--- src/rtl/wb_write_arbiter_if.sv ---
// wb_write_arbiter_if
//   Bundles the writeback-side signals of wb_write_arbiter: the in-order
//   pipeline WB request, long-unit issue notification, the long-unit result
//   valid/ready handshake, the registered register-file write port, the busy
//   scoreboard and the hold request toward the hazard unit.
//   master : the surrounding core (drives requests, observes RF write/status)
//   slave  : the arbiter
`timescale 1ns/1ps
interface wb_write_arbiter_if;
    logic        pipe_wen;
    logic [4:0]  pipe_rd_addr;
    logic [31:0] pipe_rd_data;
    logic        lu_issue_valid;
    logic [4:0]  lu_issue_rd;
    logic        lu_valid;
    logic        lu_ready;
    logic [4:0]  lu_rd_addr;
    logic [31:0] lu_rd_data;
    logic        rf_wen;
    logic [4:0]  rf_rd_addr;
    logic [31:0] rf_rd_data;
    logic [31:0] busy_mask;
    logic        wb_hold;

    modport master (
        output pipe_wen, pipe_rd_addr, pipe_rd_data,
        output lu_issue_valid, lu_issue_rd,
        output lu_valid, lu_rd_addr, lu_rd_data,
        input  lu_ready,
        input  rf_wen, rf_rd_addr, rf_rd_data,
        input  busy_mask, wb_hold
    );

    modport slave (
        input  pipe_wen, pipe_rd_addr, pipe_rd_data,
        input  lu_issue_valid, lu_issue_rd,
        input  lu_valid, lu_rd_addr, lu_rd_data,
        output lu_ready,
        output rf_wen, rf_rd_addr, rf_rd_data,
        output busy_mask, wb_hold
    );
endinterface

--- src/rtl/wb_write_arbiter.sv ---
// wb_write_arbiter
//   Owns the register-file write port. The pipeline WB stage has fixed
//   priority; long-unit (mul/div) results are buffered in a small FIFO and
//   drained whenever the pipeline leaves the slot free. A per-register busy
//   scoreboard tracks long-unit results still in flight, and a starvation
//   counter raises wb_hold when the FIFO has waited too long.
// Ports:
//   clk  : system clock, all state on posedge
//   rst  : asynchronous active-high reset
//   bus  : wb_write_arbiter_if.slave (pipeline WB request, long-unit issue and
//          result handshake, registered rf_* write port, busy_mask, wb_hold)
// Parameters:
//   DEPTH        : long-unit result FIFO entries (power of two, >= 2)
//   STARVE_LIMIT : unserved cycles of a non-empty FIFO before wb_hold rises
`timescale 1ns/1ps
module wb_write_arbiter #(
    parameter int DEPTH        = 2,
    parameter int STARVE_LIMIT = 4
) (
    input  logic             clk,
    input  logic             rst,
    wb_write_arbiter_if.slave bus
);
    localparam int PTR_W = (DEPTH > 1) ? $clog2(DEPTH) : 1;
    localparam int CNT_W = $clog2(DEPTH + 1);
    localparam int STV_W = $clog2(STARVE_LIMIT + 1);
    localparam logic [CNT_W-1:0] DEPTH_C = CNT_W'(DEPTH);
    localparam logic [STV_W-1:0] LIMIT_C = STV_W'(STARVE_LIMIT);

    logic [4:0]       fifo_addr [DEPTH];
    logic [31:0]      fifo_data [DEPTH];
    logic [PTR_W-1:0] rd_ptr;
    logic [PTR_W-1:0] wr_ptr;
    logic [CNT_W-1:0] count;
    logic [STV_W-1:0] starve_cnt;

    logic        rf_wen_q;
    logic [4:0]  rf_addr_q;
    logic [31:0] rf_data_q;
    logic [31:0] busy_q;

    logic        accept;
    logic        push;
    logic        drop;
    logic        pipe_sel;
    logic        pop;
    logic [4:0]  head_addr;
    logic [31:0] head_data;
    logic [31:0] set_mask;
    logic [31:0] clr_mask;
    logic [31:0] busy_next;

    // Ready depends only on occupancy so it never combinationally loops
    // through the same-cycle pop decision.
    assign bus.lu_ready = (count < DEPTH_C);

    assign accept   = bus.lu_valid && bus.lu_ready;
    assign push     = accept && (bus.lu_rd_addr != 5'd0);
    assign drop     = accept && (bus.lu_rd_addr == 5'd0);
    // A pipeline write to x0 is a no-op and leaves the slot to the FIFO.
    assign pipe_sel = bus.pipe_wen && (bus.pipe_rd_addr != 5'd0);
    // Only entries present at the start of the cycle can pop (no fall-through).
    assign pop      = !pipe_sel && (count != '0);

    assign head_addr = fifo_addr[rd_ptr];
    assign head_data = fifo_data[rd_ptr];

    always_comb begin
        set_mask = '0;
        clr_mask = '0;
        if (bus.lu_issue_valid) set_mask[bus.lu_issue_rd] = 1'b1;
        if (pop)                clr_mask[head_addr]       = 1'b1;
        if (drop)               clr_mask[bus.lu_rd_addr]  = 1'b1;
    end

    // Set is ORed in after the clear so a same-cycle reissue keeps the bit.
    assign busy_next = ((busy_q & ~clr_mask) | set_mask) & ~32'h1;

    assign bus.rf_wen     = rf_wen_q;
    assign bus.rf_rd_addr = rf_addr_q;
    assign bus.rf_rd_data = rf_data_q;
    assign bus.busy_mask  = busy_q;
    assign bus.wb_hold    = (starve_cnt == LIMIT_C);

    // FIFO storage is pure data; validity is carried by count and pointers.
    always_ff @(posedge clk) begin
        if (push) begin
            fifo_addr[wr_ptr] <= bus.lu_rd_addr;
            fifo_data[wr_ptr] <= bus.lu_rd_data;
        end
    end

    always_ff @(posedge clk or posedge rst) begin
        if (rst) begin
            rd_ptr     <= '0;
            wr_ptr     <= '0;
            count      <= '0;
            starve_cnt <= '0;
            busy_q     <= '0;
            rf_wen_q   <= 1'b0;
            rf_addr_q  <= '0;
            rf_data_q  <= '0;
        end else begin
            if (push) wr_ptr <= wr_ptr + PTR_W'(1);
            if (pop)  rd_ptr <= rd_ptr + PTR_W'(1);

            case ({push, pop})
                2'b10:   count <= count + CNT_W'(1);
                2'b01:   count <= count - CNT_W'(1);
                default: count <= count;
            endcase

            if ((count == '0) || pop)
                starve_cnt <= '0;
            else if (starve_cnt != LIMIT_C)
                starve_cnt <= starve_cnt + STV_W'(1);

            busy_q <= busy_next;

            // Write port stage: pipeline first, FIFO head second, else idle
            // with address/data held.
            if (pipe_sel) begin
                rf_wen_q  <= 1'b1;
                rf_addr_q <= bus.pipe_rd_addr;
                rf_data_q <= bus.pipe_rd_data;
            end else if (pop) begin
                rf_wen_q  <= 1'b1;
                rf_addr_q <= head_addr;
                rf_data_q <= head_data;
            end else begin
                rf_wen_q  <= 1'b0;
            end
        end
    end
endmodule

--- src/flat_wrapper.sv ---
// flat-port wrapper written by rule: the top's interface ports become plain ports
module wb_write_arbiter_flat 
#(
    parameter int DEPTH        = 2,
    parameter int STARVE_LIMIT = 4
)
  (clk, rst, bus_pipe_wen, bus_pipe_rd_addr, bus_pipe_rd_data, bus_lu_issue_valid, bus_lu_issue_rd, bus_lu_valid, bus_lu_rd_addr, bus_lu_rd_data, bus_lu_ready, bus_rf_wen, bus_rf_rd_addr, bus_rf_rd_data, bus_busy_mask, bus_wb_hold);
  wb_write_arbiter_if bus_i ();
  input  logic clk;
  input  logic rst;
  input wire logic [$bits(bus_i.pipe_wen)-1:0] bus_pipe_wen;
  input wire logic [$bits(bus_i.pipe_rd_addr)-1:0] bus_pipe_rd_addr;
  input wire logic [$bits(bus_i.pipe_rd_data)-1:0] bus_pipe_rd_data;
  input wire logic [$bits(bus_i.lu_issue_valid)-1:0] bus_lu_issue_valid;
  input wire logic [$bits(bus_i.lu_issue_rd)-1:0] bus_lu_issue_rd;
  input wire logic [$bits(bus_i.lu_valid)-1:0] bus_lu_valid;
  input wire logic [$bits(bus_i.lu_rd_addr)-1:0] bus_lu_rd_addr;
  input wire logic [$bits(bus_i.lu_rd_data)-1:0] bus_lu_rd_data;
  output wire logic [$bits(bus_i.lu_ready)-1:0] bus_lu_ready;
  output wire logic [$bits(bus_i.rf_wen)-1:0] bus_rf_wen;
  output wire logic [$bits(bus_i.rf_rd_addr)-1:0] bus_rf_rd_addr;
  output wire logic [$bits(bus_i.rf_rd_data)-1:0] bus_rf_rd_data;
  output wire logic [$bits(bus_i.busy_mask)-1:0] bus_busy_mask;
  output wire logic [$bits(bus_i.wb_hold)-1:0] bus_wb_hold;
  assign bus_i.pipe_wen = bus_pipe_wen;
  assign bus_i.pipe_rd_addr = bus_pipe_rd_addr;
  assign bus_i.pipe_rd_data = bus_pipe_rd_data;
  assign bus_i.lu_issue_valid = bus_lu_issue_valid;
  assign bus_i.lu_issue_rd = bus_lu_issue_rd;
  assign bus_i.lu_valid = bus_lu_valid;
  assign bus_i.lu_rd_addr = bus_lu_rd_addr;
  assign bus_i.lu_rd_data = bus_lu_rd_data;
  assign bus_lu_ready = bus_i.lu_ready;
  assign bus_rf_wen = bus_i.rf_wen;
  assign bus_rf_rd_addr = bus_i.rf_rd_addr;
  assign bus_rf_rd_data = bus_i.rf_rd_data;
  assign bus_busy_mask = bus_i.busy_mask;
  assign bus_wb_hold = bus_i.wb_hold;
  wb_write_arbiter #(.DEPTH(DEPTH), .STARVE_LIMIT(STARVE_LIMIT)) u_core (.clk(clk), .rst(rst), .bus(bus_i));
endmodule
--- config.mk ---
export PLATFORM = sky130hd
export DESIGN_NAME = wb_write_arbiter_flat
export DESIGN_NICKNAME = d
export VERILOG_FILES = /design/src/rtl/wb_write_arbiter_if.sv /design/src/rtl/wb_write_arbiter.sv /design/src/flat_wrapper.sv
export SDC_FILE = /design/constraint.sdc
export NUM_CORES = 1
export LEC_CHECK = 0
export CELL_PAD_IN_SITES_DETAIL_PLACEMENT = 1
export CELL_PAD_IN_SITES_GLOBAL_PLACEMENT = 1
export CORE_ASPECT_RATIO = 0.8
export CORE_MARGIN = 2
export CORE_UTILIZATION = 40
export CTS_BUF_LIST = sky130_fd_sc_hd__clkbuf_4
export CTS_CLUSTER_SIZE = 28
export DETAILED_ROUTE_END_ITERATION = 12
export GPL_TIMING_DRIVEN = 0
export PLACE_DENSITY = 0.83
export SLEW_MARGIN = 20
export SYNTH_ARGS = -nofsm -noshare
export SYNTH_HDL_FRONTEND = slang
export SYNTH_SLANG_ARGS = --single-unit
--- constraint.sdc ---
create_clock -name clk -period 6.6 [get_ports clk]
set_input_delay 1.32 -clock clk [delete_from_list [all_inputs] [get_ports clk]]
set_output_delay 1.32 -clock clk [all_outputs]
set_load 0.005 [all_outputs]
==> impl_metrics.ini <==
[worst_hold_path]
whs_path_depth = 2
hold_path_end = u_core.bus.busy_mask[10]
hold_class = reg2reg
hp-start = u_core.bus.busy_mask[10]

[global_routing]
grt_usage_pct = 22.4
grt_max_degree = 46
grt_overflow_total = 0
grt_pass1_vias = 5189
grt_antenna_before_repair = 1
grt_pass1_wl_um = 28000

[sta]
timing.fmax_ghz = 0.310
fin_setup_tns_ns = 0
final-setup-viol-count = 0
post-route-period-util_pct = 48.9
min_period_ns = 3.23
skew_ns = 0.0261
rsz0062_at_grt = no
max_slew.worst_pin.slew_ns = 1.12
maxSlewHeadroom_pct = 24.9
finalHoldViolations = 0
drv_slew = 0

[placement]
numPortBuffers = 154
globalplace.congestion = 0.834
dp_cells = 896
dp_hpwl_um = 13300
place_area_um2 = 8120

[synthesis]
ys_ff_latch = 150
synth_area_per_cell_um2 = 11.8
syn-cell-area_um2 = 6230
synthArstFlopShare_pct = 50.7
synth-main-ff-cell = dfrtp_1
yosysWarningCount = 0
synth_edf_count = 74
post_synth_num_cell_types = 35
syn_inst = 529
synth.net_count = 616
yosysSeqAreaShare_pct = 66.1

[cts]
cts_max_level = 4
clk_pin_slew_ns = 0.14
cts_buffers = 17
postCtsHoldBufs = 0
post_cts_resized = 0
cts_tree = built
clock_latency_ns = 0.55
cts_max_path_buffers = 2
post-cts-setup-buffers = 0
root_buffer = clkbuf_4
clock_sinks = 150

[setup_path]
r2r-end = u_core.count[1]
critPathBufInv = 3
crit_path_start_kind = flop
crit_path_end_kind = output port
crit_required_ns = 5.28
crit_family = buffers and inverters
critPathMaxFanout = 3
crit_top_cell = inv_1
critPathKind = reg2out
cp_data_arrival_time_ns = 1.91
reg2reg_depth = 8
crit_path_cell_trace = inv_1 > ha_1 > nand2_1 > inv_1 > clkdlybuf4s50_1
slowest_delay_ns = 0.49
rrSetupSlack_ns = 4.37
worstReg2RegStart = u_core.count[0]
cpMaxStageDelayCell = clkdlybuf4s50_1

[cells_and_area]
area_delta_synth_final_pct = 35.4
multiInputGateArea_um2 = 1970
regArea_um2 = 4120
fin_area_um2 = 8440
fin_cells = 929
most-common-layout-cells = clkdlybuf4s50_1 (154), nand2_1 (108), dfrtp_1 (76)
layout-drive-gt1-share_pct = 8.36
final_util_pct = 55.9
fillCellCount = 1627
final_common_cell = clkdlybuf4s50_1
nNetsFinal = 792

[power]
power.leakage_nw = 3.33
power_density_nw_per_um2 = 398
peakVddDrop_v = 0.000148

[drt]
wire_per_inst_um = 19.5
drt_wl_total_um = 18100
detail-route-antenna-nets = 0
drt_iter0_markers = 356
via_per_inst = 5.21
vias = 4842
firstDrtPassIters = 4
drcViolationCount = 0

[floorplanning]
die_w_um = 144
core_area_um2 = 15100
dieArea_um2 = 16600
die_h_um = 116
ios = 156
row_count = 40
start_util_pct = 41.3

[run]
max_cap_viol_count = 0

[status]
status = complete, no violations
[state kept, by name, indices dropped and copies added, names as in the netlist]
name,count
u_core.bus.rf_rd_data,32
u_core.bus.rf_wen,1
u_core.starve_cnt,3
u_core.fifo_addr,10
u_core.bus.rf_rd_addr,5
u_core.rd_ptr,1
u_core.bus.busy_mask,31
u_core.count,2
u_core.fifo_data,64
u_core.wr_ptr,1
[Yosys cell counts, types with 2 or more instances]
library cell  count  share of area [%]
a21oi_1          38                3.1
and3_1            2               0.20
and3b_1           3               0.42
buf_1             5               0.30
buf_2             7               0.56
buf_4             3               0.36
clkbuf_1         11               0.66
dfrtp_1          76                 31
edfxtp_1         74                 36
ha_1              3               0.60
inv_1             8               0.48
mux2_4            2               0.48
mux2i_1          37                5.9
nand2_1         108                6.5
nand3_1           4               0.32
nor2_1           45                2.7
nor3_1            6               0.48
nor3b_1           4               0.48
o21ai_0          39                3.1
o31ai_1          31                3.7
or3_4             4               0.72
xnor2_1           6               0.84
[tightest hold or removal path: cells and delay by family, from the launching register on]
kind / cells / cell delay [ns]
and+or+nand+nor: 1 / 0.06
DFF: 1 / 0.38
AOI/OAI and AO/OA: 1 / 0.07
[cell families after synthesis]
family / after synthesis / synth area share (%)
mux: 39 / 6.42
simple gates: 180 / 12.3
buf+inv: 35 / 2.55
compound gates: 115 / 11.1
xor+xnor: 6 / 0.843
fa+ha+maj: 3 / 0.602
flops: 150 / 66.1
other cells: 1 / 0.0601
[worst max-delay path by stage]
stage | startpoint | endpoint | slack [ns] | cells after the start
2_1_floorplan | bus_lu_rd_addr[3] | u_core.fifo_addr[0][0] | 3.05 | 3
3_3_place_gp | bus_lu_rd_addr[0] | u_core.fifo_data[1][19] | 1.60 | 4
3_5_place_dp | bus_pipe_wen | u_core.bus.rf_rd_data[27] | 3.05 | 6
4_1_cts | u_core.starve_cnt[0] | bus_wb_hold | 3.29 | 5
5_1_grt | u_core.starve_cnt[0] | bus_wb_hold | 3.19 | 5
6_report | u_core.starve_cnt[0] | bus_wb_hold | 3.37 | 5
[power by group]
part	internal, mW	total [mW]	leakage (nW)	switching, mW
clock	0.270	0.618	0.155	0.348
sequential	1.26	1.41	1.60	0.148
combinational	0.652	1.33	1.58	0.677
total	2.18	3.36	3.33	1.17
[stage by stage]
step	setup WS [ns]	power (mW)	hold WS, ns
2_1_floorplan	3.05	2.06	0.468
3_3_place_gp	1.60	2.66	0.482
3_5_place_dp	3.05	2.76	0.490
4_1_cts	3.29	3.38	0.520
5_1_grt	3.19	3.55	0.545
6_report	3.37	3.36	0.523
[final cells by class]
| class | instances | share of cell area, % |
|---|---|---|
| inverter | 8 | 0.385 |
| buffer | 27 | 1.53 |
| multi-input combinational | 344 | 23.4 |
| clock buffer | 18 | 1.60 |
| antenna | 1 | 0.0296 |
| timing repair buffer | 157 | 19.1 |
| sequential | 150 | 48.9 |
| tap | 210 | 3.11 |
| clock inverter | 14 | 2.07 |
[routing by layer]
| metal | track usage, % | vias up | part of all wire (%) |
|---|---|---|---|
| li1 | - | 2230 | - |
| met1 | 28.9 | 2433 | 43 |
| met2 | 37.1 | 145 | 50 |
| met3 | 4.50 | 34 | 4.5 |
| met4 | 9.80 | 0 | 2.7 |
| met5 | 0 | - | 0 |
No activity file was read; power rests on OpenSTA's default activity.
==> variant (config.mk and constraints unchanged) <==
Make the reset (`rst`) synchronous in one clocked block. Comments in the files are not updated.
--- a/src/rtl/wb_write_arbiter.sv
+++ b/src/rtl/wb_write_arbiter.sv
@@ -91,5 +91,5 @@
     end
 
-    always_ff @(posedge clk or posedge rst) begin
+    always_ff @(posedge clk) begin
         if (rst) begin
             rd_ptr     <= '0;
Behaviour: differs if rst is asserted again (counterexample within 4 cycles, from zero or initial values and one cycle with rst high); with rst held inactive, the same outputs for 4 cycles.
==> variant against the original RTL <==
Sequential power shrank 15%; total power fell by 20%; register-to-register slack better by 0.07 ns; routed wire length increased by 8.3%; final area decreased by 2.2%; sequential cell count is 1 higher; die area down 1.7%; combinational power shrank 36%; synthesized area is 1.7% lower; worst setup slack got worse by 0.092 ns; worst hold slack got worse by 0.040 ns; final cell count fell by 0.43%; synthesized cell count rose by 3.6%.
==> variant: results (changes against the original RTL) <==
run status finished, final reports clean (unchanged); most instantiated cells after synthesis sky130_fd_sc_hd__nand2_1, sky130_fd_sc_hd__dfxtp_1, sky130_fd_sc_hd__a21oi_1 (was sky130_fd_sc_hd__nand2_1, sky130_fd_sc_hd__dfrtp_1, sky130_fd_sc_hd__edfxtp_1); count of fill cells added during filler insertion 1649 (was 1627); startpoint of the most critical hold path u_core.bus.busy_mask[25] (was u_core.bus.busy_mask[10]); multiplexer share of the synthesized area 0.06064 (was 0.06422); count of routing violations after the opening detailed-route iteration 339 (was 356); Finished Layout Cells 925 (was 929); Clock Skew 0.01557 ns (was 0.02613 ns); Post-Syn Area per Cell 11.18 sq um (was 11.79 sq um); final weighted congestion in routability-driven placement 0.8079 (was 0.8339); measured slew at the worst slew-check pin 0.7306 ns (was 1.122 ns); post-synthesis compound-gate area fraction 0.1668 (was 0.1110); Worst-Skew Late Latency 0.57 ns (was 0.55 ns); worst-case setup slack after placement 2.702 ns (was 3.046 ns); Worst Path Arrival 3.83 ns (was 1.91 ns); ys flop type sky130_fd_sc_hd__dfxtp_1 (was sky130_fd_sc_hd__dfrtp_1); count of cells along the worst register-to-register path 6 (was 8); fraction of registers with async set or reset after synthesis 0 (was 0.5067); synthesized-area fraction occupied by adder cells 0.006125 (was 0.006020); total routed wirelength 19.65 mm (was 18.15 mm); number of global-route vias before repair 5453 (was 5189); antenna violations before repair 2 (was 1); number of unique standard cell types used by synthesis 43 (was 35); origin of the worst setup path bus_pipe_rd_addr[4] (was u_core.starve_cnt[0]); category of the critical setup timing path in -> reg (was reg -> out); Synth Area in XOR/XNOR 0.005717 (was 0.008429); post-detailed-placement cell area 7941 sq um (was 8124 sq um); Placed Instances 891 (was 896); cell family with the largest share of critical-path delay simple AND/OR/NAND/NOR gates (was buffers and inverters); class of the tightest hold or removal check reg -> reg (unchanged); Detailed Place HPWL 14.55 mm (was 13.32 mm); via density per instance 5.559 (was 5.212); number of buffer cells added on primary ports 152 (was 154); leakage power summed over all cells 2.735 nW (was 3.334 nW)
## variant: area by class of cell
class	instances	area, sq um	area share
plain buffers	40	186.4	0.02258
well taps	189	236.5	0.02864
clock inverters	14	175.2	0.02122
repair buffers	154	1562	0.1891
clock buffers	18	135.1	0.01637
inverters	7	26.28	0.003182
multi-input cells	350	2167	0.2625
flip-flops and latches	151	3764	0.4558
diodes	2	5.005	0.0006062
## variant: power by group
group	switching (mW)	total, mW	internal [mW]
Combinational	0.510	0.848	0.338
Sequential	0.0616	1.20	1.14
Clock	0.359	0.629	0.270
Total	0.930	2.68	1.75
## variant: worst paths after layout
check | endpoint | slack [ns]
setup / recovery | u_core.count[1] | 3.28
hold / removal | u_core.bus.busy_mask[25] | 0.48
setup reg to reg | u_core.bus.busy_mask[1] | 4.44
hold reg to reg | u_core.bus.busy_mask[25] | 0.48
## variant: metal layers
metal / routed length [um] / global-route usage
met1: 8201 / 0.3035
met5: 0 / 0
met3: 1158 / 0.05981
met2: 9865 / 0.4145
met4: 420 / 0.08581
